--- src/rtl/adc_serial_array.sv ---
// Serial ADC array reader: CH converters share sck/CS, each with its own sdo.
// Optional build macro ADC_AVG_EN averages 2^AVG_LOG2 frames per strobe.
// Ports: clk_100, reset (sync, active high), start (level), single (pulse),
//   sck/CS (registered, idle high), sdo[CH], busy, data_valid, adc_data.
module adc_serial_array #(
  parameter int CH         = 2,
  parameter int FRAME_BITS = 16,
  parameter int DATA_W     = 12,
  parameter int LEAD_BITS  = 1,
  parameter int SCK_DIV    = 2,
  parameter int CS_HIGH    = 3,
  parameter int AVG_LOG2   = 2
) (
  input  logic                   clk_100,
  input  logic                   reset,
  input  logic                   start,
  input  logic                   single,
  output logic                   sck,
  output logic                   CS,
  input  logic [CH-1:0]          sdo,
  output logic                   busy,
  output logic                   data_valid,
  output logic [CH*DATA_W-1:0]   adc_data
);

  typedef enum logic [1:0] {IDLE, CONV, SHIFT, DONE} state_t;

  localparam logic [15:0] CONV_LAST = 16'(CS_HIGH*2*SCK_DIV - 1);
  localparam logic [15:0] DIV_LAST  = 16'(SCK_DIV - 1);
  localparam logic [5:0]  BIT_LAST  = 6'(FRAME_BITS - 1);
  localparam logic [5:0]  BIT_LO    = 6'(LEAD_BITS);
  localparam logic [5:0]  BIT_HI    = 6'(LEAD_BITS + DATA_W);

  state_t              state;
  logic [15:0]         cnt;
  logic [5:0]          bit_cnt;
  logic [DATA_W-1:0]   shreg [CH];
  logic [CH*DATA_W-1:0] res;
  logic                capture;

  // Only the result window is shifted in; lead and trailing bits
  // are clocked past but never stored.
  assign capture = (bit_cnt >= BIT_LO) && (bit_cnt < BIT_HI);
  assign busy    = (state != IDLE);

  always_comb begin
    res = '0;
    for (int i = 0; i < CH; i++)
      res[i*DATA_W +: DATA_W] = shreg[i];
  end

`ifdef ADC_AVG_EN
  localparam int AW = DATA_W + AVG_LOG2;
  localparam logic [AVG_LOG2:0] F_LAST = (AVG_LOG2+1)'((1 << AVG_LOG2) - 1);

  logic [AW-1:0]         acc [CH];
  logic [AW-1:0]         sum [CH];
  logic [AVG_LOG2:0]     fcnt;
  logic [CH*DATA_W-1:0]  avg;

  always_comb begin
    avg = '0;
    for (int i = 0; i < CH; i++) begin
      sum[i] = acc[i] + AW'(shreg[i]);
      avg[i*DATA_W +: DATA_W] = DATA_W'(sum[i] >> AVG_LOG2);
    end
  end
`endif

  always_ff @(posedge clk_100) begin
    if (reset) begin
      state      <= IDLE;
      sck        <= 1'b1;
      CS         <= 1'b1;
      data_valid <= 1'b0;
      adc_data   <= '0;
      cnt        <= '0;
      bit_cnt    <= '0;
      for (int i = 0; i < CH; i++) shreg[i] <= '0;
`ifdef ADC_AVG_EN
      for (int i = 0; i < CH; i++) acc[i] <= '0;
      fcnt <= '0;
`endif
    end else begin
      data_valid <= 1'b0;
      unique case (state)
        IDLE: begin
          if (start || single) begin
            state <= CONV;
            cnt   <= '0;
`ifdef ADC_AVG_EN
            for (int i = 0; i < CH; i++) acc[i] <= '0;
            fcnt <= '0;
`endif
          end
        end
        CONV: begin
          if (cnt == CONV_LAST) begin
            state   <= SHIFT;
            CS      <= 1'b0;
            sck     <= 1'b0;
            cnt     <= '0;
            bit_cnt <= '0;
          end else begin
            cnt <= cnt + 16'd1;
          end
        end
        SHIFT: begin
          if (cnt != DIV_LAST) begin
            cnt <= cnt + 16'd1;
          end else begin
            cnt <= '0;
            if (!sck) begin
              // Rising sck edge: sample every channel together.
              sck <= 1'b1;
              if (capture)
                for (int i = 0; i < CH; i++)
                  shreg[i] <= {shreg[i][DATA_W-2:0], sdo[i]};
            end else if (bit_cnt == BIT_LAST) begin
              state <= DONE;
              CS    <= 1'b1;
`ifdef ADC_AVG_EN
              if (fcnt == F_LAST) begin
                data_valid <= 1'b1;
                adc_data   <= avg;
                fcnt       <= '0;
                for (int i = 0; i < CH; i++) acc[i] <= '0;
              end else begin
                fcnt <= fcnt + 1'b1;
                for (int i = 0; i < CH; i++) acc[i] <= sum[i];
              end
`else
              data_valid <= 1'b1;
              adc_data   <= res;
`endif
            end else begin
              sck     <= 1'b0;
              bit_cnt <= bit_cnt + 6'd1;
            end
          end
        end
        DONE: begin
          state <= start ? CONV : IDLE;
          cnt   <= '0;
        end
        default: state <= IDLE;
      endcase
    end
  end

endmodule

--- config.mk ---
export PLATFORM = sky130hd
export DESIGN_NAME = adc_serial_array
export DESIGN_NICKNAME = d
export VERILOG_FILES = /design/src/rtl/adc_serial_array.sv
export SDC_FILE = /design/constraint.sdc
export NUM_CORES = 1
export LEC_CHECK = 0
export ABC_AREA = 1
export BUFFER_PORTS_ARGS = -buffer_cell sky130_fd_sc_hd__clkbuf_2
export CORE_MARGIN = 2
export CORE_UTILIZATION = 55
export CTS_BUF_LIST = sky130_fd_sc_hd__clkbuf_4
export CTS_CLUSTER_SIZE = 16
export DETAILED_ROUTE_END_ITERATION = 8
export PLACE_DENSITY = 0.75
export SYNTH_ARGS = -nofsm -noshare
export SYNTH_HDL_FRONTEND = slang
export SYNTH_SLANG_ARGS = --single-unit
--- constraint.sdc ---
create_clock -name clk_100 -period 4.1 [get_ports clk_100]
set_input_delay 0.82 -clock clk_100 [delete_from_list [all_inputs] [get_ports clk_100]]
set_output_delay 0.82 -clock clk_100 [all_outputs]
set_load 0.05 [all_outputs]
Word-level counts from Yosys, hierarchy flattened:

Memory sizes are Yosys's and may differ from the RTL's.
Index checks and enable logic that the tools add are counted.

* output and inout port bits: 28
* memory bits (writable): 24
* word-level logic and storage cells: 75
* input port bits: 6
* memories: 1
* bits in registers: 51

Memory list
* shreg: depth 2, bits a word 12, read ports 2, clocked after Yosys merged registers in 0, write ports 2, line 37 `logic [DATA_W-1:0] shreg [CH];`

* equality and inequality tests: 12
* add/subtract/negate cells: 2
* reduce and logical (&&, ||, !) cells: 11
* bitwise operators: 5
* $lt $le $gt $ge: 2
* mux-type cells: 35

Operators with widths (number)
* one-hot mux 16 bit (4 select lines): 1
* 2-to-1 mux 16 bit: 3
* 2-to-1 mux 12 bit: 2
* 2-to-1 mux 6 bit: 4
* adder 16 x 1 -> 16 bit, second input constant: 1
* == test 16 x 4 -> 1 bit, second input constant: 1
* 2-to-1 mux 1 bit: 16
* != test 16 x 1 -> 1 bit, second input constant: 1
* AND reduction 5 bit: 3
* != test 2 bit, second input constant: 6
* one-hot mux 6 bit (2 select lines): 1
* 2-to-1 mux 2 bit: 5
* one-hot mux 2 bit (4 select lines): 1
* adder 6 x 1 -> 6 bit, second input constant: 1
* == test 6 x 4 -> 1 bit, second input constant: 1
* greater-or-equal comparator 6 x 1 -> 1 bit, second input constant: 1
* < comparator 6 x 4 -> 1 bit, second input constant: 1
* == test 2 bit, second input constant: 2
* one-hot mux 1 bit (2 select lines): 2
* AND reduction 4 bit: 1
* nonzero test 2 bit: 2
* OR reduction 4 bit: 1
* inverter 1 bit: 3
* AND reduction 3 bit: 1
* other kinds (5): 6

Longest topological paths before layout:

* depth after elaboration: 9
* mapped depth: 11
* mapped depth without buffers: 11

Worst setup path after synthesis:

OpenSTA, ideal clock, no wires.

* path kind: reg2reg
* start point: register state[0]
* end point: memory shreg[0][0], enable pin
* path slack: 0.832 ns
* data required time: 3.662 ns
* cell stages (with the launch flop): 7
* path buffers: 0
* data arrival time: 2.829 ns
* library setup time: 0.438 ns
* period minus slack after synthesis: 3.268 ns
* path through: dfxtp_1 > inv_1 > ha_1 > inv_2 > nor2_1 > o2111ai_1 > o21ai_0

RTL lines
* start: declaration: line 34 `state_t state;`
* start signal: assignment: line 143 `state <= start ? CONV : IDLE;`
* end: declaration: line 37

==> impl_metrics.toml <==
[cells_and_area]
nets = 458
layout_common_cells = "74 x nor2_1, 54 x nand2_1, 51 x dfxtp_1"
final_common_cell = "nor2_1"
antenna_cells = 0
fill_cells = 560
drive_above_1_share_pct = 23.3
syn_to_final_growth_pct = 8.65
final_area_um2 = 3880

[clocking]
cts_max_path_buffers = 2
cts_resized = 0
clock_latency_ns = 0.42
cts_sinks = 75
cts_buffers = 9
cts_root_buffer = "clkbuf_4"
htreeDepth = 3
path_clk_slew_ns = 0.13
cts_tree = "yes"
cts_hold_buffers = 0
postCtsSetupBuffers = 0

[yosys]
syn_area_um2 = 3570
yosys.cell_types.count = 37
synth_edf_count = 24
synthTopCellsByArea = "dfxtp_1 29%, edfxtp_1 20%, nor2_1 7.8%"
synth-seq-cells = 75
yosysWarningCount = 0
syn-num-nets = 423
synthCells = 407
synth_top_area_cell = "dfxtp_1"
seq_area_frac_synth_pct = 48.7
async_reset_ff_share_pct = 0
ys.flop_type = "dfxtp_1"
yosysTopAreaCellShare_pct = 28.6
syn_avg_cell_area_um2 = 8.78

[place]
globalplace.congestion = 0.890
port_buffers = 33
placed_area_um2 = 3740
post-dp-hpwl_um = 4640

[power]
vdd_drop_max_v = 0.000447
p_leak_uw = 0.00153
p_sw_share_pct = 36.7
clkPwrFrac_pct = 26.5
pwr-share-comb_pct = 26.7
p_seq_share_pct = 46.8
power_density_nw_per_um2 = 456
switching_power_uw = 650
p_int_uw = 1120
total_power_uw = 1770

[setup_path]
cp_data_arrival_time_ns = 2.68
crit_type = "register to register"
required_ns = 4.13
critPathMaxFanout = 24
endpoint_kind = "register"
crit_path_start_kind = "register"

[die]
fp.dieW_um = 84.6
initial_utilization_pct = 56.6
fp.dieH_um = 84.6
io_pins = 34
die_area_um2 = 7160
rows = 29
coreArea_um2 = 6310

[grt]
overflow = 0
antenna_found_initial = 0
grt_max_degree = 26
grt_pass1_wl_um = 11600
grt_use_total_pct = 20.0
grt_pass1_vias = 2535

[timing]
finClkSkew_ns = 0.0152
slew_headroom_pct = 20.1
fmaxAchievable_mhz = 377
period_needed_ns = 2.65
final.period_utilization_pct = 64.7
rsz0062_at_grt = "false"
finalHoldViolations = 0
fin_setup_tns_ns = 0
setup_violations = 0
finalMaxSlewViolations = 0
tightest_slew_ns = 1.20

[run_status]
status = "finished clean"

[route]
routed_wl_um = 6700
firstDrtPassIters = 5
drt_first_iter_violations = 162
drt-wirelength-per-cell_um = 12.8
antenna_left = 0
num_vias = 2733
vias_per_cell = 5.22
drc = 0

[hold_path]
hold_class = "register to register"

[flow_run]
drv_cap = 0
-- metrics by stage --
stage          setup WS (ns)  hold WS, ns  std cells  util [%]
2_1_floorplan          0.832        0.446        407         -
3_3_place_gp            1.58        0.458        508      59.2
3_5_place_dp            1.47        0.466        508      59.2
4_1_cts                 1.41        0.484        524      61.5
5_1_grt                 1.23        0.490        524      61.5
6_report                1.45        0.483        524      61.5
-- state kept, by name (all words and copies together), names as in the netlist --
register / cells
data_valid: 1
CS: 1
adc_data: 24
cnt: 16
shreg: 24
sck: 1
bit_cnt: 6
state: 2
-- cell type report --
class / count / area, um2 / share of cell area, %
multi-input combinational: 268 / 1520 / 39.1
tap: 77 / 96.3 / 2.48
inverter: 52 / 195 / 5.03
sequential: 75 / 1740 / 44.9
clock inverter: 7 / 76.3 / 1.97
clock buffer: 9 / 67.6 / 1.74
timing repair buffer: 36 / 188 / 4.83
-- final timing paths --
kind / slack [ns] / startpoint / cells past startpoint / end
hold reg to reg: 0.48 / CS$_SDFFE_PP1P_ / 2 / CS$_SDFFE_PP1P_
setup reg to reg: 1.45 / state[0]$_SDFFE_PP0P_ / 6 / shreg[0][12]$_SDFFCE_PN0P_
setup / recovery: 1.45 / state[0]$_SDFFE_PP0P_ / 6 / shreg[0][12]$_SDFFCE_PN0P_
hold / removal: 0.48 / CS$_SDFFE_PP1P_ / 2 / CS$_SDFFE_PP1P_
-- critical path, cell delays in order, from the launching register on --
cell	delay, ns
dfxtp_1	0.38
inv_1	0.14
ha_1	0.36
inv_2	0.15
nor2_1	0.11
o2111ai_1	0.17
o21ai_2	0.96
-- cells in the mapped netlist, types with 4 or more instances --
master / n
a21oi_2: 22
a21oi_1: 14
nor2_1: 74
dfxtp_1: 51
ha_1: 10
buf_6: 6
inv_1: 49
nand2_1: 54
o21ai_1: 23
nand3_1: 15
edfxtp_1: 24
nand2_2: 6
clkbuf_1: 4
nor3_2: 7
nand4_1: 8
-- per-layer routing --
metal / vias up / global-route usage (%) / share of wire, %
li1: 1399 / - / -
met1: 1255 / 27.6 / 49
met5: - / 0 / 0
met4: 0 / 8.51 / 1.5
met3: 11 / 3.64 / 4.1
met2: 68 / 31.0 / 46
-- power groups by stage --
| stage | clock network [uW] | registers [uW] | logic [uW] |
|---|---|---|---|
| final | 469 | 828 | 473 |
| after global routing | 506 | 833 | 531 |
| after CTS | 480 | 828 | 472 |
| after detailed placement | 0 | 845 | 469 |
| after global placement | 0 | 842 | 462 |
| after floorplan | 0 | 857 | 352 |
-- cells by family after synthesis --
logic type               count (synthesis)  share of synthesized area, %
AO/OA/AOI/OAI                           70                          13.0
buffers and inverters                   64                          8.89
XOR/XNOR                                 5                          1.23
adder cells (fa/ha/maj)                 10                          3.50
AND/OR/NAND/NOR                        183                          24.7
flip-flops                              75                          48.7
No activity file was read; power rests on OpenSTA's default activity.
